$ cat config.mk
export PLATFORM = sky130hd
export DESIGN_NAME = vga_sync_generator_flat
export DESIGN_NICKNAME = d
export VERILOG_FILES = /design/src/rtl/vga_sync_generator_if.sv /design/src/rtl/vga_sync_generator.sv /design/src/flat_wrapper.sv
export SDC_FILE = /design/constraint.sdc
export NUM_CORES = 1
export LEC_CHECK = 0
export CAP_MARGIN = 25
export CORE_MARGIN = 2
export CORE_UTILIZATION = 43
export CTS_CLUSTER_DIAMETER = 100
export DETAILED_ROUTE_END_ITERATION = 10
export GPL_TIMING_DRIVEN = 0
export PLACE_DENSITY = 0.88
export SKIP_LAST_GASP = 1
export SLEW_MARGIN = 10
export SYNTH_ARGS = -nofsm -noshare
export SYNTH_HDL_FRONTEND = slang
export SYNTH_SLANG_ARGS = --single-unit
$ cat constraint.sdc
create_clock -name clk_div -period 1.66 [get_ports clk_div]
set_input_delay 0.415 -clock clk_div [delete_from_list [all_inputs] [get_ports clk_div]]
set_output_delay 0.415 -clock clk_div [all_outputs]
set_load 0.05 [all_outputs]
$ cat src/rtl/vga_sync_generator_if.sv
// rtl/vga_sync_generator_if.sv - counter inputs and sync/timing outputs of the VGA sync generator
interface vga_sync_generator_if;
   logic [15:0] horizontal_count;
   logic [15:0] vertical_count;
   logic        hsync;
   logic        vsync;
   logic        video_on;
   logic [9:0]  pixel_x;
   logic [9:0]  pixel_y;
   logic        frame_start;
   logic        vblank_start;
   logic [15:0] frame_count;
   logic        timing_error;

   modport master (
      output horizontal_count, vertical_count,
      input  hsync, vsync, video_on, pixel_x, pixel_y,
      input  frame_start, vblank_start, frame_count, timing_error
   );

   modport slave (
      input  horizontal_count, vertical_count,
      output hsync, vsync, video_on, pixel_x, pixel_y,
      output frame_start, vblank_start, frame_count, timing_error
   );
endinterface

$ cat src/rtl/vga_sync_generator.sv
// rtl/vga_sync_generator.sv - registered 640x480 sync, pixel coordinates, strobes and sticky range error
module vga_sync_generator #(
   parameter int H_VISIBLE = 640,
   parameter int H_FRONT   = 16,
   parameter int H_SYNC    = 96,
   parameter int H_BACK    = 48,
   parameter int V_VISIBLE = 480,
   parameter int V_FRONT   = 10,
   parameter int V_SYNC    = 2,
   parameter int V_BACK    = 33
) (
   input  logic                 clk_div,
   input  logic                 rst_n,
   vga_sync_generator_if.slave  bus
);
   localparam logic [15:0] H_TOTAL  = 16'(H_VISIBLE + H_FRONT + H_SYNC + H_BACK);
   localparam logic [15:0] V_TOTAL  = 16'(V_VISIBLE + V_FRONT + V_SYNC + V_BACK);
   localparam logic [15:0] H_VIS    = 16'(H_VISIBLE);
   localparam logic [15:0] V_VIS    = 16'(V_VISIBLE);
   localparam logic [15:0] HS_FIRST = 16'(H_VISIBLE + H_FRONT);
   localparam logic [15:0] HS_LAST  = 16'(H_VISIBLE + H_FRONT + H_SYNC - 1);
   localparam logic [15:0] VS_FIRST = 16'(V_VISIBLE + V_FRONT);
   localparam logic [15:0] VS_LAST  = 16'(V_VISIBLE + V_FRONT + V_SYNC - 1);

   logic [15:0] h_cnt, v_cnt;
   logic        hsync_q, hsync_d;
   logic        vsync_q, vsync_d;
   logic        video_on_q, video_on_d;
   logic [9:0]  pixel_x_q, pixel_x_d;
   logic [9:0]  pixel_y_q, pixel_y_d;
   logic        frame_start_q, frame_start_d;
   logic        vblank_start_q, vblank_start_d;
   logic [15:0] frame_count_q, frame_count_d;
   logic        error_q, error_d;
   logic        at_origin_q, at_origin_d;
   logic        at_vblank_q, at_vblank_d;

   assign h_cnt = bus.horizontal_count;
   assign v_cnt = bus.vertical_count;

   always_comb begin
      error_d        = error_q | (h_cnt >= H_TOTAL) | (v_cnt >= V_TOTAL);
      at_origin_d    = (h_cnt == 16'd0) && (v_cnt == 16'd0);
      at_vblank_d    = (h_cnt == 16'd0) && (v_cnt == V_VIS);
      hsync_d        = 1'b1;
      vsync_d        = 1'b1;
      video_on_d     = 1'b0;
      pixel_x_d      = '0;
      pixel_y_d      = '0;
      frame_start_d  = 1'b0;
      vblank_start_d = 1'b0;
      frame_count_d  = frame_count_q;
      // An error (including the sample that raises it) parks every output idle.
      if (!error_d) begin
         hsync_d        = !((h_cnt >= HS_FIRST) && (h_cnt <= HS_LAST));
         vsync_d        = !((v_cnt >= VS_FIRST) && (v_cnt <= VS_LAST));
         video_on_d     = (h_cnt < H_VIS) && (v_cnt < V_VIS);
         pixel_x_d      = video_on_d ? h_cnt[9:0] : 10'd0;
         pixel_y_d      = video_on_d ? v_cnt[9:0] : 10'd0;
         frame_start_d  = at_origin_d && !at_origin_q;
         vblank_start_d = at_vblank_d && !at_vblank_q;
         if (frame_start_d) begin
            frame_count_d = frame_count_q + 16'd1;
         end
      end
   end

   always_ff @(posedge clk_div or negedge rst_n) begin
      if (!rst_n) begin
         hsync_q        <= 1'b1;
         vsync_q        <= 1'b1;
         video_on_q     <= 1'b0;
         pixel_x_q      <= '0;
         pixel_y_q      <= '0;
         frame_start_q  <= 1'b0;
         vblank_start_q <= 1'b0;
         frame_count_q  <= '0;
         error_q        <= 1'b0;
         at_origin_q    <= 1'b0;
         at_vblank_q    <= 1'b0;
      end else begin
         hsync_q        <= hsync_d;
         vsync_q        <= vsync_d;
         video_on_q     <= video_on_d;
         pixel_x_q      <= pixel_x_d;
         pixel_y_q      <= pixel_y_d;
         frame_start_q  <= frame_start_d;
         vblank_start_q <= vblank_start_d;
         frame_count_q  <= frame_count_d;
         error_q        <= error_d;
         at_origin_q    <= at_origin_d;
         at_vblank_q    <= at_vblank_d;
      end
   end

   assign bus.hsync        = hsync_q;
   assign bus.vsync        = vsync_q;
   assign bus.video_on     = video_on_q;
   assign bus.pixel_x      = pixel_x_q;
   assign bus.pixel_y      = pixel_y_q;
   assign bus.frame_start  = frame_start_q;
   assign bus.vblank_start = vblank_start_q;
   assign bus.frame_count  = frame_count_q;
   assign bus.timing_error = error_q;
endmodule

$ cat src/flat_wrapper.sv
// flat-port wrapper written by rule: the top's interface ports become plain ports
module vga_sync_generator_flat 
#(
   parameter int H_VISIBLE = 640,
   parameter int H_FRONT   = 16,
   parameter int H_SYNC    = 96,
   parameter int H_BACK    = 48,
   parameter int V_VISIBLE = 480,
   parameter int V_FRONT   = 10,
   parameter int V_SYNC    = 2,
   parameter int V_BACK    = 33
)
  (clk_div, rst_n, bus_horizontal_count, bus_vertical_count, bus_hsync, bus_vsync, bus_video_on, bus_pixel_x, bus_pixel_y, bus_frame_start, bus_vblank_start, bus_frame_count, bus_timing_error);
  vga_sync_generator_if bus_i ();
  input  logic clk_div;
  input  logic rst_n;
  input wire logic [$bits(bus_i.horizontal_count)-1:0] bus_horizontal_count;
  input wire logic [$bits(bus_i.vertical_count)-1:0] bus_vertical_count;
  output wire logic [$bits(bus_i.hsync)-1:0] bus_hsync;
  output wire logic [$bits(bus_i.vsync)-1:0] bus_vsync;
  output wire logic [$bits(bus_i.video_on)-1:0] bus_video_on;
  output wire logic [$bits(bus_i.pixel_x)-1:0] bus_pixel_x;
  output wire logic [$bits(bus_i.pixel_y)-1:0] bus_pixel_y;
  output wire logic [$bits(bus_i.frame_start)-1:0] bus_frame_start;
  output wire logic [$bits(bus_i.vblank_start)-1:0] bus_vblank_start;
  output wire logic [$bits(bus_i.frame_count)-1:0] bus_frame_count;
  output wire logic [$bits(bus_i.timing_error)-1:0] bus_timing_error;
  assign bus_i.horizontal_count = bus_horizontal_count;
  assign bus_i.vertical_count = bus_vertical_count;
  assign bus_hsync = bus_i.hsync;
  assign bus_vsync = bus_i.vsync;
  assign bus_video_on = bus_i.video_on;
  assign bus_pixel_x = bus_i.pixel_x;
  assign bus_pixel_y = bus_i.pixel_y;
  assign bus_frame_start = bus_i.frame_start;
  assign bus_vblank_start = bus_i.vblank_start;
  assign bus_frame_count = bus_i.frame_count;
  assign bus_timing_error = bus_i.timing_error;
  vga_sync_generator #(.H_VISIBLE(H_VISIBLE), .H_FRONT(H_FRONT), .H_SYNC(H_SYNC), .H_BACK(H_BACK), .V_VISIBLE(V_VISIBLE), .V_FRONT(V_FRONT), .V_SYNC(V_SYNC), .V_BACK(V_BACK)) u_core (.clk_div(clk_div), .rst_n(rst_n), .bus(bus_i));
endmodule
==> qor.csv <==
stage,metric,value,unit
outcome,status,"complete, but fails checks",
outcome,failing checks,negative setup slack,
placement,Placer Congestion,0.8234,
synth,Netlist cell types,36,
floorplanning,Die Y-Extent,70.99,µm
setup_path,r2r setup slk,0.05,ns
floorplanning,Ports,76,
final_layout,Post-Layout Cell Count,312,
setup_path,critical path capture point type,flip-flop,
setup_path,Worst Reg-to-Reg Cells,5,
setup_path,Worst setup startpoint,bus_horizontal_count[12],
placement,Post-Place Setup Slack,-1.102,ns
sta,Final Hold Viols,0,
flow_run,MaxCap Viol Count,0,
sta,Fin Setup TNS,-8.965,ns
setup_path,crit path kind,in -> reg,
grt,gr ovfl total,0,
power,worst vdd ir,0.4159,mV
synth,Post-Syn Nets,195,
sta,fmax,0.5086,GHz
final_layout,area grow syn2layout,58.56,%
synth,Synth Register Bits,44,
setup_path,CP cell instances,"buf_6, or4_4, and4bb_2, buf_4, nand3b_4, nor4_4, buf_4, and2_1",
power,Gate power share,0.073,
floorplanning,Core Footprint,4324,µm²
sta,"Slew Viols, Final",0,
power,switching share of power,0.2112,
clocking,CTS Buf Count,5,
setup_path,worst setup path endpoint,u_core.bus.pixel_y[0],
setup_path,RR Endpoint,u_core.bus.frame_count[15],
synth,synth warn,0,
power,power share of the clock group,0.411,
setup_path,Worst Path Max Fanout,5,
grt,GRT Total Usage,0.1901,
grt,initial antenna violation count,0,
setup_path,crit start category,input pin,
setup_path,Critical Path Most Common Cell,buf_4,
power,P_int,1.638,mW
synth,syn avg cell area,12.06,µm²
power,Leak,1.598,nW
drt,Vias/cell,5.173,
clocking,CTS root buf,clkbuf_8,
drt,router iterations before antenna repair,4,
synth,Mapped Cells,160,
power,Design Power,2.077,mW
clocking,H-tree depth,2,
floorplanning,die width,70.99,µm
clocking,worst-skew pair later-pin latency,0.29,ns
synth,Post-synth ARST share,1.000,
synth,ys flop type,dfrtp_1,
worst_hold_path,worst hold-check path type,in -> async,
clocking,clk buf depth,2,
setup_path,"Slowest-stage cell, CP",or4_4,
placement,number of port buffers,75,
drt,drt drc,0,
sta,unrepaired setup endpoints after global routing,true,
synth,sequential area share after synthesis,0.5720,
floorplanning,die area,5039,µm²
sta,"Period Utilization, post-route",1.184,
final_layout,Inserted Diodes,0,
setup_path,CP peak stage delay,0.55,ns
placement,hpwl dp,3.418,mm
sta,Slew @ Worst Pin,0.5219,ns
synth,number of synthesized flops with an enable pin,0,
drt,DRT iter0 DRCs,73,
power,part of the power in registers,0.516,
clocking,clock sinks,44,
floorplanning,row count,24,
sta,relative slew slack,0.6535,
sta,Layout Skew,0.006387,ns
synth,post-synthesis cell area,1929,µm²
sta,endpoints failing setup,40,
clocking,clock slew at reported path FFs,0.08,ns
drt,WL/cell,15.46,µm
sta,hold slack,0.03617,ns
floorplanning,Initial Utilization,0.4462,
grt,pin count of the biggest net entering global routing,29,
sta,crit path time final,1.966,ns
placement,Inst Count DP,288,
drt,Detailed Route WL,4.823,mm
power,Sw Pwr,438.5,µW
sta,final worst slack,-0.3063,ns
clocking,CTS tree,done,
final_layout,fraction of layout cells with a size suffix above 1,0.3385,
setup_path,Worst EP required,1.90,ns
setup_path,worst r2r src,u_core.bus.frame_count[6],
drt,Via Count,1614,
power,PD cells,678.8,nW/µm²
drt,final antenna-violating net count,0,
final_layout,Nets,294,
setup_path,Worst Path Arrival,2.20,ns
grt,first-pass GRT wire length,7.569,mm
grt,vias in the first global route,1658,
clocking,hold_buf cts,0,
## what timing repair did
action / in CTS / in global routing
pin swaps: 21 / 14
setup buffers: 7 / 9
resized for setup: 125 / 30
setup endpoints to repair: 85 / 50
gates cloned: 0 / 1
## per-layer routing
layer / vias up / track usage / routed length (µm)
li1: 759 / - / -
met1: 783 / 0.2328 / 2004
met2: 63 / 0.3323 / 2458
met3: 9 / 0.03419 / 263
met4: 0 / 0.07547 / 96
met5: - / 0 / 0
## Yosys cell counts, types with 2 or more instances
library cell | count | area share
inv_1 | 2 | 0.0039
nand2_1 | 6 | 0.012
or4_4 | 2 | 0.012
xor2_1 | 7 | 0.032
or3_1 | 2 | 0.0065
nand3_1 | 5 | 0.013
buf_6 | 2 | 0.012
dfrtp_1 | 42 | 0.54
nor2_1 | 8 | 0.016
dfstp_2 | 2 | 0.027
nor4_1 | 2 | 0.0065
or4_1 | 2 | 0.0078
nand4_1 | 12 | 0.039
and3_1 | 6 | 0.019
nor3_1 | 12 | 0.031
and2_1 | 20 | 0.065
xnor2_1 | 8 | 0.036
buf_4 | 2 | 0.0078
## critical path: cells and delay by family
| family | cells | cell delay, ns |
|---|---|---|
| simple gates | 5 | 1.37 |
| buf+inv | 3 | 0.41 |
## state kept, by name, summed over array words and instances, names as in the netlist
signal	cells
u_core.bus.pixel_x	10
u_core.bus.video_on	1
u_core.bus.pixel_y	10
u_core.at_vblank_q	1
u_core.bus.vblank_start	1
u_core.bus.frame_start	1
u_core.bus.hsync	1
u_core.at_origin_q	1
u_core.bus.frame_count	16
u_core.bus.timing_error	1
u_core.bus.vsync	1
## metrics by stage
step / util / area, µm²
after global routing: 0.7075 / 3059
final: 0.7075 / 3059
after global placement: 0.6427 / 2779
after detailed placement: 0.6461 / 2794
after CTS: 0.6875 / 2973
after floorplan: - / 1963
## final cells by class
type                            count  area [µm²]
Fill cell                         341        1265
Sequential cell                    44        1104
Multi-Input combinational cell    110       914.6
Timing Repair Buffer               93       813.3
Clock buffer                        6       82.58
Tap cell                           52       65.06
Clock inverter                      2       38.79
Buffer                              3       33.78
Inverter                            2       7.507
## cells in the final DEF, fill, tap and decap left out, types with 2 or more instances in the layout
master           count
nor3_4               2
nor3_1               3
xor2_1               7
nand3_1              3
nand4_1             12
nand2_1              6
nor2_1               7
buf_2                5
clkdlybuf4s15_1      5
xnor2_1              7
nor3_2               7
clkbuf_2            10
clkdlybuf4s15_2      9
dlygate4sd2_1       36
buf_4               14
clkbuf_8             6
and2_1              20
clkdlybuf4s50_1      4
dfstp_2              2
buf_6                8
and3_1               5
nor4_4               2
or4_4                4
dfrtp_1             42
dlymetal6s2s_1       4
## worst min-delay path by stage
stage / startpoint / cells past startpoint / endpoint
floorplan: rst_n / 0 / u_core.at_origin_q
global placement: u_core.at_vblank_q / 1 / u_core.bus.vblank_start
detailed placement: rst_n / 1 / u_core.bus.pixel_x[2]
CTS: rst_n / 1 / u_core.bus.pixel_x[2]
global route: rst_n / 1 / u_core.bus.pixel_x[2]
finish: rst_n / 1 / u_core.bus.pixel_x[2]
## power by group through the flow
stage / Clock (mW) / Sequential (mW) / Combinational (mW)
finish: 0.853 / 1.07 / 0.151
floorplan: 0 / 1.10 / 0.0205
global route: 0.898 / 1.07 / 0.164
global placement: 0 / 1.09 / 0.142
CTS: 0.869 / 1.07 / 0.145
detailed placement: 0 / 1.09 / 0.152
## cells by family (layout without fill, tap and decap cells)
family | Yosys count | in the layout | synth area share
muxes | 1 | 1 | 0.007780
xor gates and xnor gates | 15 | 15 | 0.06810
buffers and inverters | 6 | 106 | 0.02334
and+or+nand+nor | 88 | 88 | 0.2957
DFF | 44 | 44 | 0.5720
adders and majority gates | 1 | 1 | 0.006484
AOI/OAI and AO/OA | 4 | 4 | 0.02465
other | 1 | 1 | 0.001944
(Power assumes the default switching activity.)
